===== config.mk =====
export PLATFORM = sky130hd
export DESIGN_NAME = unified_pipe_control
export DESIGN_NICKNAME = d
export VERILOG_FILES = /design/src/rtl/unified_pipe_control.sv
export SDC_FILE = /design/constraint.sdc
export NUM_CORES = 1
export LEC_CHECK = 0
export CAP_MARGIN = 25
export CORE_ASPECT_RATIO = 0.7
export CORE_MARGIN = 2
export CORE_UTILIZATION = 38
export DETAILED_ROUTE_END_ITERATION = 10
export GPL_ROUTABILITY_DRIVEN = 0
export PLACE_DENSITY = 0.8
export REMOVE_ABC_BUFFERS = 1
export SLEW_MARGIN = 20
export SYNTH_ARGS = -nofsm -noshare
export SYNTH_HDL_FRONTEND = slang
export SYNTH_SLANG_ARGS = --single-unit

===== constraint.sdc =====
create_clock -name clk -period 4.5 [get_ports clk]
set_input_delay 1.35 -clock clk [delete_from_list [all_inputs] [get_ports clk]]
set_output_delay 1.35 -clock clk [all_outputs]
set_load 0.005 [all_outputs]

===== src/rtl/unified_pipe_control.sv =====
// Decode stage with ID/EX register for the ARMv8-lite pipe: decodes the
// instruction word into control/immediate/register fields, detects load-use
// hazards against the instruction in ID/EX, injects bubbles on stall, flush,
// idle or illegal opcode, and counts stall/flush events with saturation.
module unified_pipe_control #(
  parameter int DATA_W = 64,
  parameter int CNT_W  = 16
) (
  input  logic              clk,
  input  logic              reset,
  input  logic              instr_valid,
  input  logic [31:0]       instruction,
  input  logic              flush,
  output logic              ready,
  output logic              ex_valid,
  output logic [11:0]       ex_ctrl,
  output logic [2:0]        ex_aluop,
  output logic [DATA_W-1:0] ex_imm,
  output logic [4:0]        ex_rn,
  output logic [4:0]        ex_rm,
  output logic [4:0]        ex_rd,
  output logic [3:0]        ex_cond,
  output logic              illegal,
  output logic [CNT_W-1:0]  stall_count,
  output logic [CNT_W-1:0]  flush_count
);

  // ex_ctrl bit positions, MSB first
  localparam int CReg2Loc  = 11;
  localparam int CUncond   = 10;
  localparam int CBranch   = 9;
  localparam int CMemtoReg = 8;
  localparam int CMemRead  = 7;
  localparam int CMemWrite = 6;
  localparam int CAluSrc   = 5;
  localparam int CRegWrite = 4;
  localparam int CLink     = 3;
  localparam int CBReg     = 2;
  localparam int CBranch0  = 1;
  localparam int CSetFlag  = 0;

  logic              dec_legal;
  logic              dec_uses_rm;
  logic [11:0]       dec_ctrl;
  logic [2:0]        dec_aluop;
  logic [DATA_W-1:0] dec_imm;
  logic [4:0]        dec_rn, dec_rm, dec_rd;
  logic              hazard;

  logic              ex_valid_q, ex_valid_d;
  logic [11:0]       ex_ctrl_q, ex_ctrl_d;
  logic [2:0]        ex_aluop_q, ex_aluop_d;
  logic [DATA_W-1:0] ex_imm_q, ex_imm_d;
  logic [4:0]        ex_rn_q, ex_rn_d, ex_rm_q, ex_rm_d, ex_rd_q, ex_rd_d;
  logic [3:0]        ex_cond_q, ex_cond_d;
  logic              illegal_q, illegal_d;
  logic [CNT_W-1:0]  stall_q, stall_d, flushc_q, flushc_d;

  // Opcode decode: control bits, ALU op, extended immediate, rm usage
  always_comb begin
    dec_legal   = 1'b1;
    dec_uses_rm = 1'b0;
    dec_ctrl    = '0;
    dec_aluop   = 3'b000;
    dec_imm     = '0;
    if (instruction[31:22] == 10'b1001000100) begin         // ADDI
      dec_ctrl[CAluSrc]   = 1'b1;
      dec_ctrl[CRegWrite] = 1'b1;
      dec_aluop           = 3'b010;
      dec_imm             = {{(DATA_W-12){1'b0}}, instruction[21:10]};
    end else if (instruction[31:21] == 11'b11111000010) begin // LDUR
      dec_ctrl[CAluSrc]   = 1'b1;
      dec_ctrl[CMemtoReg] = 1'b1;
      dec_ctrl[CRegWrite] = 1'b1;
      dec_ctrl[CMemRead]  = 1'b1;
      dec_aluop           = 3'b010;
      dec_imm             = {{(DATA_W-9){instruction[20]}}, instruction[20:12]};
    end else if (instruction[31:21] == 11'b11111000000) begin // STUR
      dec_ctrl[CReg2Loc]  = 1'b1;
      dec_ctrl[CAluSrc]   = 1'b1;
      dec_ctrl[CMemWrite] = 1'b1;
      dec_aluop           = 3'b010;
      dec_uses_rm         = 1'b1;
      dec_imm             = {{(DATA_W-9){instruction[20]}}, instruction[20:12]};
    end else if (instruction[31:21] == 11'b10101011000) begin // ADDS
      dec_ctrl[CRegWrite] = 1'b1;
      dec_ctrl[CSetFlag]  = 1'b1;
      dec_aluop           = 3'b010;
      dec_uses_rm         = 1'b1;
    end else if (instruction[31:21] == 11'b11101011000) begin // SUBS
      dec_ctrl[CRegWrite] = 1'b1;
      dec_ctrl[CSetFlag]  = 1'b1;
      dec_aluop           = 3'b011;
      dec_uses_rm         = 1'b1;
    end else if (instruction[31:10] == 22'b1101011000011111000000) begin // BR
      dec_ctrl[CUncond]   = 1'b1;
      dec_ctrl[CBReg]     = 1'b1;
    end else if (instruction[31:24] == 8'b10110100) begin   // CBZ
      dec_ctrl[CReg2Loc]  = 1'b1;
      dec_ctrl[CBranch]   = 1'b1;
      dec_ctrl[CBranch0]  = 1'b1;
      dec_uses_rm         = 1'b1;
      dec_imm             = {{(DATA_W-19){instruction[23]}}, instruction[23:5]};
    end else if (instruction[31:24] == 8'b01010100) begin   // B.cond
      dec_ctrl[CBranch]   = 1'b1;
      dec_imm             = {{(DATA_W-19){instruction[23]}}, instruction[23:5]};
    end else if (instruction[31:26] == 6'b000101) begin     // B
      dec_ctrl[CUncond]   = 1'b1;
      dec_imm             = {{(DATA_W-26){instruction[25]}}, instruction[25:0]};
    end else if (instruction[31:26] == 6'b100101) begin     // BL
      dec_ctrl[CUncond]   = 1'b1;
      dec_ctrl[CRegWrite] = 1'b1;
      dec_ctrl[CLink]     = 1'b1;
      dec_imm             = {{(DATA_W-26){instruction[25]}}, instruction[25:0]};
    end else begin
      dec_legal = 1'b0;
    end
  end

  assign dec_rn = instruction[9:5];
  assign dec_rm = dec_ctrl[CReg2Loc] ? instruction[4:0] : instruction[20:16];
  assign dec_rd = dec_ctrl[CLink] ? 5'd30 : instruction[4:0];

  // Load-use hazard against the load currently in ID/EX (x31 never hazards)
  assign hazard = instr_valid && ex_valid_q && ex_ctrl_q[CMemRead] && (ex_rd_q != 5'd31) &&
                  ((dec_rn == ex_rd_q) || (dec_uses_rm && (dec_rm == ex_rd_q)));

  // Flush overrides the stall
  assign ready = !(hazard && !flush);

  // ID/EX next state: bubble by default, load only on clean accept
  always_comb begin
    ex_valid_d = 1'b0;
    ex_ctrl_d  = '0;
    ex_aluop_d = '0;
    ex_imm_d   = '0;
    ex_rn_d    = '0;
    ex_rm_d    = '0;
    ex_rd_d    = '0;
    ex_cond_d  = '0;
    illegal_d  = 1'b0;
    if (!flush && instr_valid && !hazard) begin
      if (dec_legal) begin
        ex_valid_d = 1'b1;
        ex_ctrl_d  = dec_ctrl;
        ex_aluop_d = dec_aluop;
        ex_imm_d   = dec_imm;
        ex_rn_d    = dec_rn;
        ex_rm_d    = dec_rm;
        ex_rd_d    = dec_rd;
        ex_cond_d  = instruction[3:0];
      end else begin
        illegal_d = 1'b1;
      end
    end
  end

  // Saturating event counters
  always_comb begin
    stall_d  = stall_q;
    flushc_d = flushc_q;
    if (hazard && !flush && (stall_q != '1)) stall_d = stall_q + CNT_W'(1);
    if (flush && (flushc_q != '1))           flushc_d = flushc_q + CNT_W'(1);
  end

  // ID/EX register and counters, asynchronously cleared
  always_ff @(posedge clk or posedge reset) begin
    if (reset) begin
      ex_valid_q <= 1'b0;
      ex_ctrl_q  <= '0;
      ex_aluop_q <= '0;
      ex_imm_q   <= '0;
      ex_rn_q    <= '0;
      ex_rm_q    <= '0;
      ex_rd_q    <= '0;
      ex_cond_q  <= '0;
      illegal_q  <= 1'b0;
      stall_q    <= '0;
      flushc_q   <= '0;
    end else begin
      ex_valid_q <= ex_valid_d;
      ex_ctrl_q  <= ex_ctrl_d;
      ex_aluop_q <= ex_aluop_d;
      ex_imm_q   <= ex_imm_d;
      ex_rn_q    <= ex_rn_d;
      ex_rm_q    <= ex_rm_d;
      ex_rd_q    <= ex_rd_d;
      ex_cond_q  <= ex_cond_d;
      illegal_q  <= illegal_d;
      stall_q    <= stall_d;
      flushc_q   <= flushc_d;
    end
  end

  assign ex_valid    = ex_valid_q;
  assign ex_ctrl     = ex_ctrl_q;
  assign ex_aluop    = ex_aluop_q;
  assign ex_imm      = ex_imm_q;
  assign ex_rn       = ex_rn_q;
  assign ex_rm       = ex_rm_q;
  assign ex_rd       = ex_rd_q;
  assign ex_cond     = ex_cond_q;
  assign illegal     = illegal_q;
  assign stall_count = stall_q;
  assign flush_count = flushc_q;

endmodule


==> impl_metrics.ini <==
[run_status]
status = finished with violations
violations = setup timing

[clocking]
htreeDepth = 3
cts_made_buffers = 9
hold_buffers = 0
cts_tree = done
clock-sinks = 92
insertion_delay_ns = 0.34
root_buffer = clkbuf_16
path_clk_slew_ns = 0.06
clockBufferDepth = 2

[layout]
final_core_util = 0.590
layout_commonest_cell = clkdlybuf4s50_1
final_cells = 803
final_area_sq_mm = 0.00697
antenna_cells = 0
area_delta_synth_final_pct = 50.5
final_cell_mix = clkdlybuf4s50_1, dfrtp_1, buf_4, nand2_1, a21oi_1
n_fill_cell = 963
drive_above_1_share = 0.180
layout.nets = 679

[timing]
tightestPinTransition_ns = 0.693
rsz0062_at_grt = yes
slew-limit-headroom = 0.536
drv_slew = 0
hold_viol = 0
fin_crit_sh = 1.07
hold_ws_ns = 0.482
report.final.setup_viol = 1
timing.final.ws_setup_ns = -0.333
fmaxAchievable_mhz = 207
post-route-min-period_ns = 4.83
skew_ns = 0.00519

[job]
drv_cap = 0

[die]
die_x_microns = 136
coreArea_sq_mm = 0.0118
die_area_sq_mm = 0.0131
start_util = 0.392
die-height_microns = 96.4
rows = 33
top_level_ports = 169

[hold_path]
hold_end = stall_count[10]
hold_depth = 1
hold_path_startpoint = stall_count[10]
hold_class = reg -> reg

[yosys]
synth_fa_ha_area_frac = 0.00540
muxShareOfSynthArea = 0.0168
yosys.area_share.simple = 0.199
synth_warnings = 0
synth_compound_area_frac = 0.121
syn-cell-area_sq_mm = 0.00463
synth-edff-count = 0
ys.flop_type = dfrtp_1
synth-xor-area-share = 0.0697
ys_types = 57
syn-instance-count = 457
synth_top_family_by_area = simple AND/OR/NAND/NOR gates
syn_avg_cell_area_sq_um = 10.1
async_flop_share = 1.00
synth_seq_cells = 92
seq_area_frac_synth = 0.497

[drt]
drt_first_pass_iters = 5
wl_per_cell_microns = 18.1
vias = 4261
drc = 0
wl_microns = 14600
viasPerCell = 5.31
drt_iter0_drc = 447
ant_nets = 0

[pwr]
power.density_mw_per_mm2 = 266
p_total_mw = 1.86
peakVddDrop_mv = 0.187
p_leak_nw = 2.97

[setup_path]
rrSetupSlack_ns = 1.90
critical_path_peak_fanout = 5
critPathKind = in -> out
r2r-end = stall_count[6]
arrival_ns = 3.48
crit_required_ns = 3.15
worstRegToRegCells = 7
worst_r2r_startpoint = ex_rd[4]
cp-end-kind = primary output
worstSetupStartpointType = input port

[global_routing]
grt_pass1_vias = 4165
grt_usage = 0.226
antenna_found_initial = 0
gr-total-overflow = 0
grt_max_degree = 40
grt_pass1_wl_microns = 22300

[place]
port_buffers = 167
dp_hpwl_microns = 10400
dpl.cell_count = 768
placed_area_sq_mm = 0.00649
-- flip-flops by register name, summed over array words and instances (netlist names), 4 cells and up --
signal	cells
ex_rm	5
flush_count	16
ex_rn	5
ex_cond	4
stall_count	16
ex_ctrl	11
ex_imm	26
ex_rd	5
-- per-stage QoR --
step           TNS [ns]  setup slack (ns)
6_report         -0.333            -0.333
5_1_grt          -0.400            -0.400
4_1_cts          -0.307            -0.307
3_5_place_dp      -1.23             -1.23
3_3_place_gp      -1.15             -1.15
2_1_floorplan     -5.36            -0.213
-- worst max-delay path by stage --
stage / start / to / slack, ns
after floorplan: instruction[25] / ex_ctrl[3] / -0.21
after global placement: instruction[28] / ready / -1.15
after detailed placement: instruction[28] / ready / -1.23
after CTS: instruction[24] / ready / -0.31
after global routing: instruction[23] / ready / -0.40
final: instruction[25] / ready / -0.33
-- cell usage after synthesis (all sizes together), types with 4 or more instances --
cell | instances | area [sq um]
nor2 | 28 | 113
a22oi | 21 | 158
a221oi | 6 | 70.1
dfrtp | 92 | 2300
nor4 | 5 | 46.3
nor4b | 4 | 35.0
xnor2 | 27 | 244
o21a | 6 | 45.0
nor3 | 20 | 100
buf | 49 | 350
and3 | 12 | 77.6
nand3 | 18 | 90.1
clkbuf | 12 | 45.0
inv | 7 | 26.3
xor2 | 9 | 78.8
a21oi | 30 | 150
nand4 | 12 | 75.1
nand2 | 36 | 135
mux2i | 4 | 40.0
o21ai | 8 | 40.0
and2 | 15 | 95.1
-- worst max-delay path, stage by stage --
cell     delay, ns
buf_6         0.10
buf_4         0.14
nor3b_1       0.35
and4_4        0.33
nor2_4        0.06
mux2_4        0.30
a221o_2       0.36
or3_4         0.37
buf_6         0.13
-- routing by layer --
metal / GRT usage / wire (microns) / up-vias / part of all wire
met3: 0.0737 / 1300 / 43 / 0.090
met5: 0 / 0 / - / 0
li1: - / - / 1944 / -
met4: 0.0660 / 403 / 0 / 0.028
met2: 0.355 / 6390 / 250 / 0.44
met1: 0.302 / 6470 / 2024 / 0.44
-- area by class of cell --
cell class,count,area [sq um],share of cell area
clock buffer,11,243,0.0348
clock inverter,5,36.3,0.00521
multi-input combinational,297,1970,0.283
inverter,7,27.5,0.00395
sequential,92,2300,0.330
timing repair buffer,234,2190,0.314
tap,157,196,0.0282
-- timing repair --
item,CTS,global route
pin swaps,9,9
setup buffers,16,2
resized for setup,35,12
endpoints found under the setup margin,1,17
-- cells by family (layout without fill, tap and decap cells) --
group / count (synthesis) / in the layout
fa+ha+maj: 2 / 2
simple gates: 169 / 169
buf+inv: 68 / 257
compound gates: 82 / 82
xor+xnor: 36 / 36
mux: 7 / 7
flops: 92 / 92
other cells: 1 / 1
-- report_power, final --
| part | total (mW) | switching (mW) | internal, mW |
|---|---|---|---|
| combinational | 0.262 | 0.118 | 0.144 |
| sequential | 0.894 | 0.0358 | 0.858 |
| clock | 0.700 | 0.310 | 0.390 |
| total | 1.86 | 0.464 | 1.39 |
Power figures use the tool's default switching activity.
